<file path="config.mk">
export PLATFORM = sky130hd
export DESIGN_NAME = vic20_bus_sched_flat
export DESIGN_NICKNAME = d
export VERILOG_FILES = /design/src/rtl/vic20_bus_sched_if.sv /design/src/rtl/vic20_bus_sched.sv /design/src/flat_wrapper.sv
export SDC_FILE = /design/constraint.sdc
export NUM_CORES = 1
export LEC_CHECK = 0
export BUFFER_PORTS_ARGS = -buffer_cell sky130_fd_sc_hd__buf_4
export CORE_ASPECT_RATIO = 0.6
export CORE_UTILIZATION = 35
export DETAILED_ROUTE_END_ITERATION = 12
export PLACE_DENSITY = 0.77
export SLEW_MARGIN = 0
export SYNTH_ARGS = -nofsm -noshare
export SYNTH_HDL_FRONTEND = slang
export SYNTH_SLANG_ARGS = --single-unit
</file>
<file path="constraint.sdc">
create_clock -name clk25 -period 1.45 [get_ports clk25]
set_input_delay 0.145 -clock clk25 [delete_from_list [all_inputs] [get_ports clk25]]
set_output_delay 0.145 -clock clk25 [all_outputs]
set_load 0.01 [all_outputs]
</file>
<file path="src/rtl/vic20_bus_sched_if.sv">
// Bus bundle between the VIC-20 cycle scheduler, its CPU/video requesters and RAM port A.
// master = requester/RAM side that drives the scheduler inputs; slave = the scheduler.
interface vic20_bus_sched_if;
  logic [15:0] cpu_addr;
  logic        cpu_we;
  logic [7:0]  cpu_dout;
  logic        vid_req;
  logic [15:0] vid_addr;
  logic [7:0]  ram_dout;
  logic        cpu_clken;
  logic        via1_clken;
  logic        via4_clken;
  logic [15:0] ram_addr;
  logic [7:0]  ram_din;
  logic        ram_we;
  logic        vid_ack;
  logic        vid_valid;
  logic [7:0]  vid_data;

  modport master (
    output cpu_addr, cpu_we, cpu_dout, vid_req, vid_addr, ram_dout,
    input  cpu_clken, via1_clken, via4_clken, ram_addr, ram_din, ram_we,
           vid_ack, vid_valid, vid_data
  );

  modport slave (
    input  cpu_addr, cpu_we, cpu_dout, vid_req, vid_addr, ram_dout,
    output cpu_clken, via1_clken, via4_clken, ram_addr, ram_din, ram_we,
           vid_ack, vid_valid, vid_data
  );
endinterface

</file>
<file path="src/rtl/vic20_bus_sched.sv">
// Divides clk25 into DIV-tick CPU bus cycles and time-shares RAM port A with video fetches.
// Video data returns 2 ticks after vid_ack; requests outside the video window wait for the next one.
module vic20_bus_sched #(
  parameter int DIV       = 24,
  parameter int VID_SLOTS = 8
) (
  input  logic             clk25,
  input  logic             reset,
  input  logic             pause,
  vic20_bus_sched_if.slave bus
);
  localparam int TW  = $clog2(DIV);
  localparam int QTR = DIV / 4;
  localparam int QW  = (QTR > 1) ? $clog2(QTR) : 1;
  localparam logic [TW-1:0] T_LAST = TW'(DIV - 1);
  localparam logic [TW-1:0] T_VID  = TW'(VID_SLOTS);
  localparam logic [QW-1:0] Q_LAST = QW'(QTR - 1);

  logic [TW-1:0] t;
  logic [QW-1:0] qt;
  logic          fetch_pend;
  logic          vid_valid_q;
  logic [7:0]    vid_data_q;

  logic cyc_end;
  logic qtr_end;
  logic in_vid;
  logic grant;
  logic cpu_run;

  assign cyc_end = (t == T_LAST);
  assign qtr_end = (qt == Q_LAST);
  assign in_vid  = (t < T_VID);
  assign cpu_run = ~pause & ~reset;
  assign grant   = bus.vid_req & in_vid & ~reset;

  assign bus.cpu_clken  = cyc_end & cpu_run;
  assign bus.via1_clken = cyc_end & cpu_run;
  assign bus.via4_clken = qtr_end & cpu_run;
  assign bus.ram_we     = bus.cpu_we & cyc_end & cpu_run;
  assign bus.vid_ack    = grant;
  assign bus.ram_din    = bus.cpu_dout;
  assign bus.ram_addr   = reset ? 16'h0000 : (grant ? bus.vid_addr : bus.cpu_addr);
  assign bus.vid_valid  = vid_valid_q;
  assign bus.vid_data   = vid_data_q;

  // qt runs alongside t so the quarter strobes avoid a modulo on t; DIV is a multiple of 4
  // so both counters wrap together at the end of every bus cycle.
  always_ff @(posedge clk25) begin
    if (reset) begin
      t           <= '0;
      qt          <= '0;
      fetch_pend  <= 1'b0;
      vid_valid_q <= 1'b0;
      vid_data_q  <= 8'h00;
    end else begin
      t           <= cyc_end ? '0 : t + 1'b1;
      qt          <= qtr_end ? '0 : qt + 1'b1;
      fetch_pend  <= grant;
      vid_valid_q <= fetch_pend;
      if (fetch_pend) begin
        vid_data_q <= bus.ram_dout;
      end
    end
  end

  a_no_write_in_vid: assert property (@(posedge clk25) disable iff (reset)
    !(bus.ram_we && in_vid));
  a_ack_in_window: assert property (@(posedge clk25)
    bus.vid_ack |-> in_vid);
endmodule

</file>
<file path="src/flat_wrapper.sv">
// flat-port wrapper written by rule: the top's interface ports become plain ports
module vic20_bus_sched_flat 
#(
  parameter int DIV       = 24,
  parameter int VID_SLOTS = 8
)
  (clk25, reset, pause, bus_cpu_addr, bus_cpu_we, bus_cpu_dout, bus_vid_req, bus_vid_addr, bus_ram_dout, bus_cpu_clken, bus_via1_clken, bus_via4_clken, bus_ram_addr, bus_ram_din, bus_ram_we, bus_vid_ack, bus_vid_valid, bus_vid_data);
  vic20_bus_sched_if bus_i ();
  input  logic clk25;
  input  logic reset;
  input  logic pause;
  input wire logic [$bits(bus_i.cpu_addr)-1:0] bus_cpu_addr;
  input wire logic [$bits(bus_i.cpu_we)-1:0] bus_cpu_we;
  input wire logic [$bits(bus_i.cpu_dout)-1:0] bus_cpu_dout;
  input wire logic [$bits(bus_i.vid_req)-1:0] bus_vid_req;
  input wire logic [$bits(bus_i.vid_addr)-1:0] bus_vid_addr;
  input wire logic [$bits(bus_i.ram_dout)-1:0] bus_ram_dout;
  output wire logic [$bits(bus_i.cpu_clken)-1:0] bus_cpu_clken;
  output wire logic [$bits(bus_i.via1_clken)-1:0] bus_via1_clken;
  output wire logic [$bits(bus_i.via4_clken)-1:0] bus_via4_clken;
  output wire logic [$bits(bus_i.ram_addr)-1:0] bus_ram_addr;
  output wire logic [$bits(bus_i.ram_din)-1:0] bus_ram_din;
  output wire logic [$bits(bus_i.ram_we)-1:0] bus_ram_we;
  output wire logic [$bits(bus_i.vid_ack)-1:0] bus_vid_ack;
  output wire logic [$bits(bus_i.vid_valid)-1:0] bus_vid_valid;
  output wire logic [$bits(bus_i.vid_data)-1:0] bus_vid_data;
  assign bus_i.cpu_addr = bus_cpu_addr;
  assign bus_i.cpu_we = bus_cpu_we;
  assign bus_i.cpu_dout = bus_cpu_dout;
  assign bus_i.vid_req = bus_vid_req;
  assign bus_i.vid_addr = bus_vid_addr;
  assign bus_i.ram_dout = bus_ram_dout;
  assign bus_cpu_clken = bus_i.cpu_clken;
  assign bus_via1_clken = bus_i.via1_clken;
  assign bus_via4_clken = bus_i.via4_clken;
  assign bus_ram_addr = bus_i.ram_addr;
  assign bus_ram_din = bus_i.ram_din;
  assign bus_ram_we = bus_i.ram_we;
  assign bus_vid_ack = bus_i.vid_ack;
  assign bus_vid_valid = bus_i.vid_valid;
  assign bus_vid_data = bus_i.vid_data;
  vic20_bus_sched #(.DIV(DIV), .VID_SLOTS(VID_SLOTS)) u_core (.clk25(clk25), .reset(reset), .pause(pause), .bus(bus_i));
endmodule
</file>
==> run_summary.xml <==
<?xml version="1.0" encoding="UTF-8"?>
<metrics>
  <group name="global_routing">
    <metric name="largest_net_degree_at_the_start_of_global_routing" unit="">34</metric>
    <metric name="grt_pass1_wl" unit="um">4610</metric>
    <metric name="grt_overflow" unit="">0</metric>
    <metric name="antenna_found_initial" unit="">0</metric>
    <metric name="grt_usage" unit="">0.186</metric>
    <metric name="grt_pass1_vias" unit="">1050</metric>
  </group>
  <group name="min_path">
    <metric name="hp-class" unit="">input pin to flop</metric>
    <metric name="hold_start" unit="">bus_ram_dout[2]</metric>
    <metric name="worstHoldPathCells" unit="">3</metric>
    <metric name="timing.hold.worst_endpoint" unit="">u_core.bus.vid_data[2]$_SDFFE_PP0P_</metric>
  </group>
  <group name="drt">
    <metric name="postRouteWirelength" unit="um">3120</metric>
    <metric name="drt_first_iter_violations" unit="">28</metric>
    <metric name="wl_per_cell" unit="um">13.9</metric>
    <metric name="routed-via-count" unit="">1046</metric>
    <metric name="drt_first_pass_iters" unit="">3</metric>
    <metric name="detail_route.drc_violations" unit="">0</metric>
    <metric name="post_route_ant_nets" unit="">0</metric>
    <metric name="vias_per_cell" unit="">4.65</metric>
  </group>
  <group name="pwr">
    <metric name="power_frac_clock" unit="">0.307</metric>
    <metric name="power.switching_fraction" unit="">0.243</metric>
    <metric name="power_frac_comb" unit="">0.279</metric>
    <metric name="power.density_cell_area" unit="mW/mm^2">733</metric>
    <metric name="power_switching" unit="mW">0.324</metric>
    <metric name="share_seq_of_total_power" unit="">0.414</metric>
    <metric name="irDropWorstVdd" unit="V">0.000264</metric>
    <metric name="power.leakage" unit="nW">0.902</metric>
    <metric name="cell_internal_pwr" unit="mW">1.01</metric>
  </group>
  <group name="synthesis">
    <metric name="async_reset_ff_frac" unit="">0</metric>
    <metric name="synthMuxAreaShare" unit="">0.262</metric>
    <metric name="synth_xor_xnor_area_share" unit="">0.00792</metric>
    <metric name="postSynth.topFlopCell" unit="">sky130_fd_sc_hd__dfxtp_1</metric>
    <metric name="synth_enable_flop_cells" unit="">0</metric>
    <metric name="synth-compound-area-share" unit="">0.0362</metric>
    <metric name="synthesis.area" unit="sq mm">0.00111</metric>
    <metric name="synth_seq_area_share" unit="">0.326</metric>
    <metric name="post_synth_num_cell_types" unit="">28</metric>
    <metric name="ys_seq_elements" unit="">18</metric>
    <metric name="syn_area_per_cell" unit="sq um">9.96</metric>
    <metric name="synth_adder_area_share" unit="">0.0339</metric>
    <metric name="ys_warn_count" unit="">0</metric>
    <metric name="netlist_instances" unit="">111</metric>
    <metric name="synthesis.nets" unit="">167</metric>
    <metric name="synth-simple-area-share" unit="">0.221</metric>
    <metric name="synth_top_family_by_area" unit="">multiplexers</metric>
  </group>
  <group name="critical_path">
    <metric name="setup.worst_path.end_class" unit="">output pin</metric>
    <metric name="r2r-end" unit="">u_core.t[3]$_SDFF_PP0_</metric>
    <metric name="critPathKind" unit="">flop to output pin</metric>
    <metric name="timing.reg2reg.setup_slack" unit="ps">50</metric>
    <metric name="cp.arrival" unit="ps">1720</metric>
    <metric name="worstReg2RegStart" unit="">u_core.t[0]$_SDFF_PP0_</metric>
    <metric name="critical-path-max-stage-delay" unit="ps">530</metric>
    <metric name="worst_setup_path_start_kind" unit="">flop</metric>
    <metric name="largest_fanout_of_any_net_on_the_critical_path" unit="">17</metric>
    <metric name="timing.critical_path.slowest_stage_cell" unit="">sky130_fd_sc_hd__or4b_4</metric>
    <metric name="timing.critical_path.cells" unit="">or4b_4, buf_12, mux2_4, buf_6</metric>
    <metric name="required" unit="ps">1310</metric>
    <metric name="r2r_cells" unit="">5</metric>
  </group>
  <group name="sta">
    <metric name="worst_clock_skew" unit="ps">3.51</metric>
    <metric name="measured_slew_at_the_worst_slew_check_pin" unit="ps">495</metric>
    <metric name="rsz0062_at_grt" unit="">yes</metric>
    <metric name="fmax" unit="MHz">536</metric>
    <metric name="worst_slack" unit="ps">-417</metric>
    <metric name="setup-violations-final" unit="">20</metric>
    <metric name="finalCritPeriodShare" unit="">1.29</metric>
    <metric name="timing.final.hold_violations" unit="">0</metric>
    <metric name="count_of_pins_over_their_slew_limit" unit="">0</metric>
    <metric name="relative_slew_slack" unit="">0.670</metric>
    <metric name="final.min_clock_period" unit="ps">1870</metric>
    <metric name="hold_slack" unit="ps">122</metric>
  </group>
  <group name="place">
    <metric name="dp_hpwl" unit="um">2300</metric>
    <metric name="count_of_buffers_inserted_at_the_top_level_ports" unit="">74</metric>
    <metric name="place_inst" unit="">217</metric>
    <metric name="globalplace.congestion" unit="">0.749</metric>
    <metric name="dpl_worst_slack" unit="ps">-202</metric>
  </group>
  <group name="floorplanning">
    <metric name="overall_die_height" unit="um">45.5</metric>
    <metric name="chipWidth" unit="um">74.6</metric>
    <metric name="ios" unit="">91</metric>
    <metric name="number_of_standard_cell_rows_in_the_floorplan" unit="">15</metric>
    <metric name="floorplan.initialDensity" unit="">0.378</metric>
    <metric name="die_area" unit="sq mm">0.00340</metric>
    <metric name="placeableCoreArea" unit="sq mm">0.00293</metric>
  </group>
  <group name="layout">
    <metric name="post-route-util" unit="">0.620</metric>
    <metric name="final_net_count" unit="">240</metric>
    <metric name="nFillCells" unit="">246</metric>
    <metric name="layout-area-overhead-vs-synth" unit="%">64.0</metric>
    <metric name="antenna_cells_inserted" unit="">0</metric>
    <metric name="stdcell_count" unit="">225</metric>
    <metric name="share_of_post_route_cells_with_drive_strength_above_1" unit="">0.628</metric>
  </group>
  <group name="run_status">
    <metric name="violations" unit="">negative setup slack</metric>
    <metric name="outcome" unit="">complete, but fails checks</metric>
  </group>
  <group name="clock_tree">
    <metric name="cts-htree-levels" unit="">1</metric>
    <metric name="worst_setup_hold_path_clk_slew" unit="ps">70</metric>
    <metric name="clock_path_buffers" unit="">2</metric>
    <metric name="numClockSinks" unit="">18</metric>
    <metric name="clock_insertion_delay_at_the_later_pin_of_the_skew_report" unit="ps">260</metric>
    <metric name="ctsRootBufferMaster" unit="">sky130_fd_sc_hd__clkbuf_8</metric>
    <metric name="cts_tree" unit="">yes</metric>
    <metric name="cts-buffers-inserted" unit="">3</metric>
  </group>
  <group name="flow_run">
    <metric name="cap_viol_max_count" unit="">0</metric>
  </group>
</metrics>
[cell families (layout without fill, tap and decap cells)]
group           after synthesis  in the layout
simple gates                 41             41
mux                          24             24
flops                        18             18
buf+inv                      18             90
compound gates                6              6
fa+ha+maj                     3              3
xor+xnor                      1              1
[power by group through the flow]
stage / clock network [mW] / logic (mW) / registers (mW)
6_report: 0.409 / 0.371 / 0.550
5_1_grt: 0.448 / 0.403 / 0.553
4_1_cts: 0.419 / 0.355 / 0.550
2_1_floorplan: 0 / 0.189 / 0.554
3_3_place_gp: 0 / 0.338 / 0.555
3_5_place_dp: 0 / 0.350 / 0.557
[synth_stat cells (all sizes together) (2+ instances only)]
master	instances	area (sq um)
mux2i	8	80.1
mux2	16	210
buf	11	98.8
inv	3	11.3
nor2	12	45.0
ha	3	37.5
nor2b	17	106
dfxtp	18	360
clkbuf	4	15.0
a21oi	3	15.0
and3	2	12.5
[final cells by class]
class / instances / area (sq um) / area share
Sequential cell: 18 / 367 / 0.202
Timing Repair Buffer: 83 / 669 / 0.369
Inverter: 3 / 11.3 / 0.00621
Clock buffer: 4 / 55.1 / 0.0303
Tap cell: 42 / 52.6 / 0.0290
Multi-Input combinational cell: 75 / 659 / 0.363
[placed cells by master (no fill, tap or decap), drive strengths merged]
master / synthesis / routed
and4b: 1 / 1
nor2b: 17 / 17
and4: 1 / 1
a21oi: 3 / 3
o21bai: 1 / 1
inv: 3 / 3
nor3b: 1 / 1
a21bo: 1 / 1
buf: 11 / 83
nor4: 1 / 1
nand4b: 1 / 1
clkbuf: 4 / 4
mux2: 16 / 16
a21o: 1 / 1
or4b: 1 / 1
or3b: 1 / 1
mux2i: 8 / 8
nand2b: 1 / 1
and3: 2 / 2
and2: 1 / 1
nor3: 1 / 1
nor2: 12 / 12
xnor2: 1 / 1
ha: 3 / 3
dfxtp: 18 / 18
[per-layer routing]
layer	share of wire	wire (um)	global-route usage
met5	0	0	0
met4	0.037	116	0.106
met3	0.048	151	0.0442
met2	0.53	1660	0.333
met1	0.38	1190	0.206
[how the worst max path moves through the flow]
stage | depth (start not counted) | start | endpoint | slack [ps]
after global placement | 4 | u_core.t[4]$_SDFF_PP0_ | bus_ram_addr[7] | -170
after detailed placement | 4 | u_core.t[4]$_SDFF_PP0_ | bus_ram_addr[7] | -200
after floorplan | 4 | u_core.t[4]$_SDFF_PP0_ | bus_ram_addr[10] | -100
final | 4 | u_core.t[4]$_SDFF_PP0_ | bus_ram_addr[7] | -420
after CTS | 4 | u_core.t[4]$_SDFF_PP0_ | bus_ram_addr[7] | -440
after global routing | 4 | u_core.t[4]$_SDFF_PP0_ | bus_ram_addr[3] | -450
[timing repair]
action,CTS,global route
resized for setup,5,15
endpoints found under the setup margin,20,21
pin swaps,2,0
setup buffers,3,1
hold buffers,0,0
[sequential cells by signal, indices dropped and copies added (netlist names)]
name and flops:
u_core.fetch_pend 1, u_core.bus.vid_valid 1, u_core.t 5, u_core.qt 3, u_core.bus.vid_data 8
[through the flow]
| stage | cell area [sq um] | setup TNS (ps) | total power, mW |
|---|---|---|---|
| CTS | 1750 | -6810 | 1.32 |
| global route | 1810 | -7490 | 1.40 |
| finish | 1810 | -6680 | 1.33 |
| detailed placement | 1650 | -2890 | 0.907 |
| global placement | 1650 | -2560 | 0.892 |
| floorplan | 1110 | -794 | 0.743 |
[critical path: cells and delay by family, from the launching register on]
family,cells,cell delay (ps)
and+or+nand+nor,1,530
DFF,1,320
muxes,1,310
buffers and inverters,2,300
No activity file was read; power rests on OpenSTA's default activity.
